## config.mk

```make
export PLATFORM = sky130hd
export DESIGN_NAME = eyeriss_row_scheduler
export DESIGN_NICKNAME = d
export VERILOG_FILES = /design/src/rtl/eyeriss_row_scheduler.sv
export SDC_FILE = /design/constraint.sdc
export NUM_CORES = 1
export LEC_CHECK = 0
export ABC_CLOCK_PERIOD_IN_PS = 4200
export CAP_MARGIN = 0
export CORE_MARGIN = 2
export CORE_UTILIZATION = 45
export CTS_CLUSTER_DIAMETER = 40
export DETAILED_ROUTE_END_ITERATION = 6
export PLACE_DENSITY = 0.77
export SYNTH_ARGS = -nofsm -noshare
export SYNTH_HDL_FRONTEND = slang
export SYNTH_SLANG_ARGS = --single-unit
export TNS_END_PERCENT = 20
```

## constraint.sdc

```tcl
create_clock -name clk -period 4.2 [get_ports clk]
set_input_delay 0.84 -clock clk [delete_from_list [all_inputs] [get_ports clk]]
set_output_delay 0.84 -clock clk [all_outputs]
set_load 0.05 [all_outputs]
```

## src/rtl/eyeriss_row_scheduler.sv

```systemverilog
// Row-stationary PE scheduler: loads one filter row and one ifmap row,
// then sequences the MAC taps and psum handoff for every output position.
module eyeriss_row_scheduler #(
    parameter int FILT_W  = 3,
    parameter int IFMAP_W = 8,
    localparam int OUT_W  = IFMAP_W - FILT_W + 1,
    localparam int AW_W   = (FILT_W > 1) ? $clog2(FILT_W) : 1,
    localparam int AW_I   = (IFMAP_W > 1) ? $clog2(IFMAP_W) : 1
) (
    input  logic            clk,
    input  logic            rst,
    input  logic            start,
    output logic            busy,
    output logic            done,
    input  logic            in_valid,
    output logic            in_ready,
    output logic            w_we,
    output logic [AW_W-1:0] w_addr,
    output logic            i_we,
    output logic [AW_I-1:0] i_addr,
    output logic            mac_en,
    output logic            acc_clr,
    output logic            psum_valid,
    input  logic            psum_ready,
    output logic [AW_I-1:0] out_idx
);

    typedef enum logic [2:0] {
        IDLE,
        LOAD_W,
        LOAD_I,
        MAC,
        EMIT,
        DONE
    } state_t;

    state_t          state, state_n;
    logic [AW_W-1:0] k, k_n;
    logic [AW_I-1:0] o, o_n;
    logic [AW_I-1:0] lc, lc_n;

    always_ff @(posedge clk) begin
        if (rst) begin
            state <= IDLE;
            k     <= '0;
            o     <= '0;
            lc    <= '0;
        end else begin
            state <= state_n;
            k     <= k_n;
            o     <= o_n;
            lc    <= lc_n;
        end
    end

    always_comb begin
        state_n    = state;
        k_n        = k;
        o_n        = o;
        lc_n       = lc;
        busy       = (state != IDLE);
        done       = 1'b0;
        in_ready   = 1'b0;
        w_we       = 1'b0;
        i_we       = 1'b0;
        mac_en     = 1'b0;
        acc_clr    = 1'b0;
        psum_valid = 1'b0;
        w_addr     = '0;
        i_addr     = '0;
        out_idx    = '0;
        unique case (state)
            IDLE: begin
                if (start) begin
                    state_n = LOAD_W;
                    k_n     = '0;
                    o_n     = '0;
                    lc_n    = '0;
                end
            end
            LOAD_W: begin
                in_ready = 1'b1;
                w_we     = in_valid;
                w_addr   = lc[AW_W-1:0];
                if (in_valid) begin
                    if (lc == AW_I'(FILT_W - 1)) begin
                        lc_n    = '0;
                        state_n = LOAD_I;
                    end else begin
                        lc_n = lc + AW_I'(1);
                    end
                end
            end
            LOAD_I: begin
                in_ready = 1'b1;
                i_we     = in_valid;
                i_addr   = lc;
                if (in_valid) begin
                    if (lc == AW_I'(IFMAP_W - 1)) begin
                        lc_n    = '0;
                        k_n     = '0;
                        o_n     = '0;
                        state_n = MAC;
                    end else begin
                        lc_n = lc + AW_I'(1);
                    end
                end
            end
            MAC: begin
                mac_en  = 1'b1;
                w_addr  = k;
                // ifmap window slides with the output index
                i_addr  = o + AW_I'(k);
                acc_clr = (k == '0);
                out_idx = o;
                if (k == AW_W'(FILT_W - 1)) begin
                    k_n     = '0;
                    state_n = EMIT;
                end else begin
                    k_n = k + AW_W'(1);
                end
            end
            EMIT: begin
                psum_valid = 1'b1;
                out_idx    = o;
                if (psum_ready) begin
                    if (o == AW_I'(OUT_W - 1)) begin
                        state_n = DONE;
                    end else begin
                        o_n     = o + AW_I'(1);
                        state_n = MAC;
                    end
                end
            end
            DONE: begin
                done    = 1'b1;
                out_idx = o;
                state_n = IDLE;
            end
            default: state_n = IDLE;
        endcase
    end

endmodule

```

---- Word-level counts from Yosys, hierarchy flattened ----
Cells that the tools add are included.
W data, S select, Z words.
storage, ports and cells
  register bits ........................... 11
  input bits .............................. 5
  output and inout bits ................... 16
  logic and storage cells ................. 72
operators by class
  add/sub/neg operators ................... 4
  equal/unequal tests ..................... 17
  muxes and demuxes ....................... 35
  reduce and logical (&&, ||, !) cells .... 12
operators with widths
  cell                   count
  $mux W3                18
  $pmux W3 S3            2
  $ne A2 B2 Y1 const B   8
  $pmux W3 S5            1
  $eq A3 B3 Y1 const B   4
  $reduce_bool A3 Y1     4
  $eq A3 B2 Y1 const B   3
  $mux W2                4
  $reduce_and A4 Y1      2
  $mux W1                7
  $reduce_and A7 Y1      1
  $add A3 B1 Y3 const B  2
  $pmux W2 S3            1
  $pmux W3 S2            1
  $reduce_and A6 Y1      1
  $pmux W2 S2            1
  $add A3 B2 Y3          1
  $eq A3 B1 Y1 const B   1
  $logic_not A3 Y1       1
  $reduce_or A3 Y1       1
  $add A2 B1 Y2 const B  1
  $eq A2 B2 Y1 const B   1
  $logic_not A2 Y1       1
  $reduce_or A2 Y1       1

---- Logic depth before layout (Yosys ltp) ----
  depth in word-level cells ............... 4
  gate-level depth with buffers ........... 7
  gate-level depth less buffers ........... 7

---- Least setup slack after synthesis ----
Ideal clock, no wire load.
  kind .................................... flip-flop to output port
  from .................................... register o[0]
  to ...................................... output port i_addr[1]
  data arrival time ....................... 2,218 ps
  required time ........................... 3,360 ps
  path slack .............................. 1,142 ps
  stages on the path, launching flop included .. 5
  cell sequence ........................... dfxtp_1 > ha_1 > inv_1 > fa_1 > a211oi_1
on the way
  longest elaborated chain between the ends .. 2
RTL lines
  what                      RTL line  source
  start: declaration        39        logic [AW_I-1:0] o, o_n;
  start signal: assignment  51        o <= o_n;
  $add A3 B2 Y3             113       i_addr = o + AW_I'(k);
  $pmux W3 S2               72        unique case (state)
  end: declaration          20        output logic [AW_I-1:0] i_addr,
Every way passes these cells.

---- Worst setup path in the final report ----
  from .................................... register state[1]
  to ...................................... output port acc_clr
on the way
  longest elaborated chain between the ends .. 2
RTL lines
  what                      RTL line  source
  start: declaration        37        state_t state, state_n;
  start signal: assignment  49        state <= state_n;
  $eq A3 B2 Y1              72
  $mux W1                   72
  end: declaration          22        output logic acc_clr,
Every way passes these cells.

==> out/results.txt <==
port bufs - 20
Clock H-tree levels - 1
Yosys reg bits - 11
async set-or-reset flop fraction in the synthesized netlist - 0
Die Wd - 49.7 um
total inserted antenna cells - 0
PD cells - 296 nW/um^2
max_cap viols - 0
via count - 944
Static Leak - 0.000448 uW
TritonCTS clock tree - done
Longest Clk Path Bufs - 2
ys flop type - dfxtp_1
# resized after CTS - 0
fin nets - 152
TritonCTS buffer count - 3
Post-Route Setup TNS - 0 ns
synth warn - 0
drt drc - 0
Slew HR - 0.637
CP arrival - 2.53 ns
post-DP HPWL - 1710 um
Worst Setup Slack, final - 0.834 ns
mean post-synth cell area - 7.83 um^2
crit path time final - 3.37 ns
status - complete, no violations
Mapped Area - 940 um^2
share of layout cells above drive strength 1 - 0.0576
post-CTS setup buffer count - 0
hold_buf cts - 0
I/O Pins - 21
crit path launch type - flop
first-pass detailed-route iteration total - 4
final setup fails - 0
Mapped Nets - 132
Die H - 49.7 um
pin count of the biggest net entering global routing - 19
Initial Util - 0.479
initial DRC count - 23
WL per Instance - 14.0 um
GPL Wtd Cong - 0.826
peak supply drop - 0.177 mV
Setup CP Type - flop to primary output
vias in the first global route - 885
RSZ-0062 raised after global routing - false
global route total overflow - 0
initial antenna violation count - 0
Slew @ Worst Pin - 0.544 ns
pins over their slew limit - 0
Crit path required time - 3.36 ns
highest clock rate - 297 MHz
num rows - 16
Seq/Total Area, Yosys - 0.234
first-pass GRT wire length - 4040 um
cells after synthesis - 120
Total Routing Usage GR - 0.211
final WL - 2320 um
Post-Place Setup Slack - 0.997 ns
Root Buffer - clkbuf_4
Clock Sink Count - 11
final antenna-violating net count - 0
clock-pin transition on the worst setup and hold timing paths - 0.08 ns
final setup skew - 0.00319 ns
Clk Latency, worst-skew pair - 0.28 ns
Syn-to-layout area delta - 25.2%
Max FO, Critical Path - 14
core area - 1960 um^2
DIE AREA - 2470 um^2
EDFF count, synth - 0
vias per cell - 5.69
most common cell after layout, fill and taps aside - clkdlybuf4s50_1
Synth cell types - 42
commonest non-fill, non-tap cells in the layout - clkdlybuf4s50_1 (20), nor2_1 (14), a21oi_1 (12)
Hold Path Class - flop to flop
Final Hold Fails - 0
critical path capture point type - primary output
Tcrit/Tclk final - 0.801
-- cell usage after synthesis (2+ instances only) --
master,count,share of area
inv_1,10,0.040
nor2b_1,3,0.020
buf_2,2,0.011
clkbuf_1,2,0.0080
nand3_1,2,0.011
a21oi_1,12,0.064
nand2b_1,4,0.027
nor3_1,3,0.016
o21ai_0,6,0.032
and3_1,2,0.013
ha_1,6,0.080
nand2_1,7,0.028
nor2_1,14,0.056
mux2i_1,6,0.064
mux2_1,2,0.024
a211o_1,3,0.028
dfxtp_1,11,0.23
-- cell type report --
cell class                 count  area [um^2]
clock inverter                 1         5.00
timing repair buffer          20          200
clock buffer                   3         22.5
fill                         188          786
tap                           27         33.8
inverter                      11         41.3
sequential                    11          220
multi-input combinational     93          653
-- metal layers --
| layer | routed length, um | part of all wire | up-vias | GRT usage |
|---|---|---|---|---|
| met2 | 1070 | 0.46 | 46 | 0.351 |
| li1 | - | - | 466 | - |
| met4 | 42 | 0.018 | 0 | 0.0602 |
| met5 | 0 | 0 | - | 0 |
| met1 | 1040 | 0.45 | 426 | 0.257 |
| met3 | 169 | 0.073 | 6 | 0.0697 |
-- state kept, by name, indices dropped and copies added (netlist names) --
name / flops
k: 2
lc: 3
o: 3
state: 3
-- critical path, stage by stage, from the launching register on --
cell             delay, ns
dfxtp_1               0.67
nand3b_1              0.33
nor3_1                0.37
clkdlybuf4s50_1       0.88
-- power breakdown --
group          switching [uW]  leakage [uW]  internal, uW
Clock                    42.4     0.0000177          35.4
Sequential               19.0     0.0000892           110
Combinational            85.3      0.000341          55.2
Total                     147      0.000448           201
-- cells by family (layout without fill, tap and decap cells) --
group                    Yosys count  after routing  share of synthesized area
XOR/XNOR                           1              1                    0.00932
AND/OR/NAND/NOR                   43             43                      0.242
adder cells (fa/ha/maj)            7              7                      0.101
flip-flops                        11             11                      0.234
multiplexers                       9              9                      0.104
buffers and inverters             16             35                     0.0706
AO/OA/AOI/OAI                     33             33                      0.238
-- final timing paths --
path	to	depth (start not counted)	slack, ns	start
max reg2reg	lc[0]	4	2.27	state[1]
min	lc[1]	2	0.54	lc[1]
min reg2reg	lc[1]	2	0.54	lc[1]
max	acc_clr	3	0.83	state[1]
-- per-stage QoR --
stage           util  std cells  cell area (um^2)  hold WS [ns]  total power, uW
6_report       0.599        166              1180         0.543              348
5_1_grt        0.599        166              1180         0.575              367
4_1_cts        0.599        166              1180         0.542              348
3_5_place_dp   0.585        162              1150         0.528              270
3_3_place_gp   0.585        162              1150         0.516              269
2_1_floorplan      -        120               940         0.480              232
Note: power is estimated with default switching activity, not from simulation.
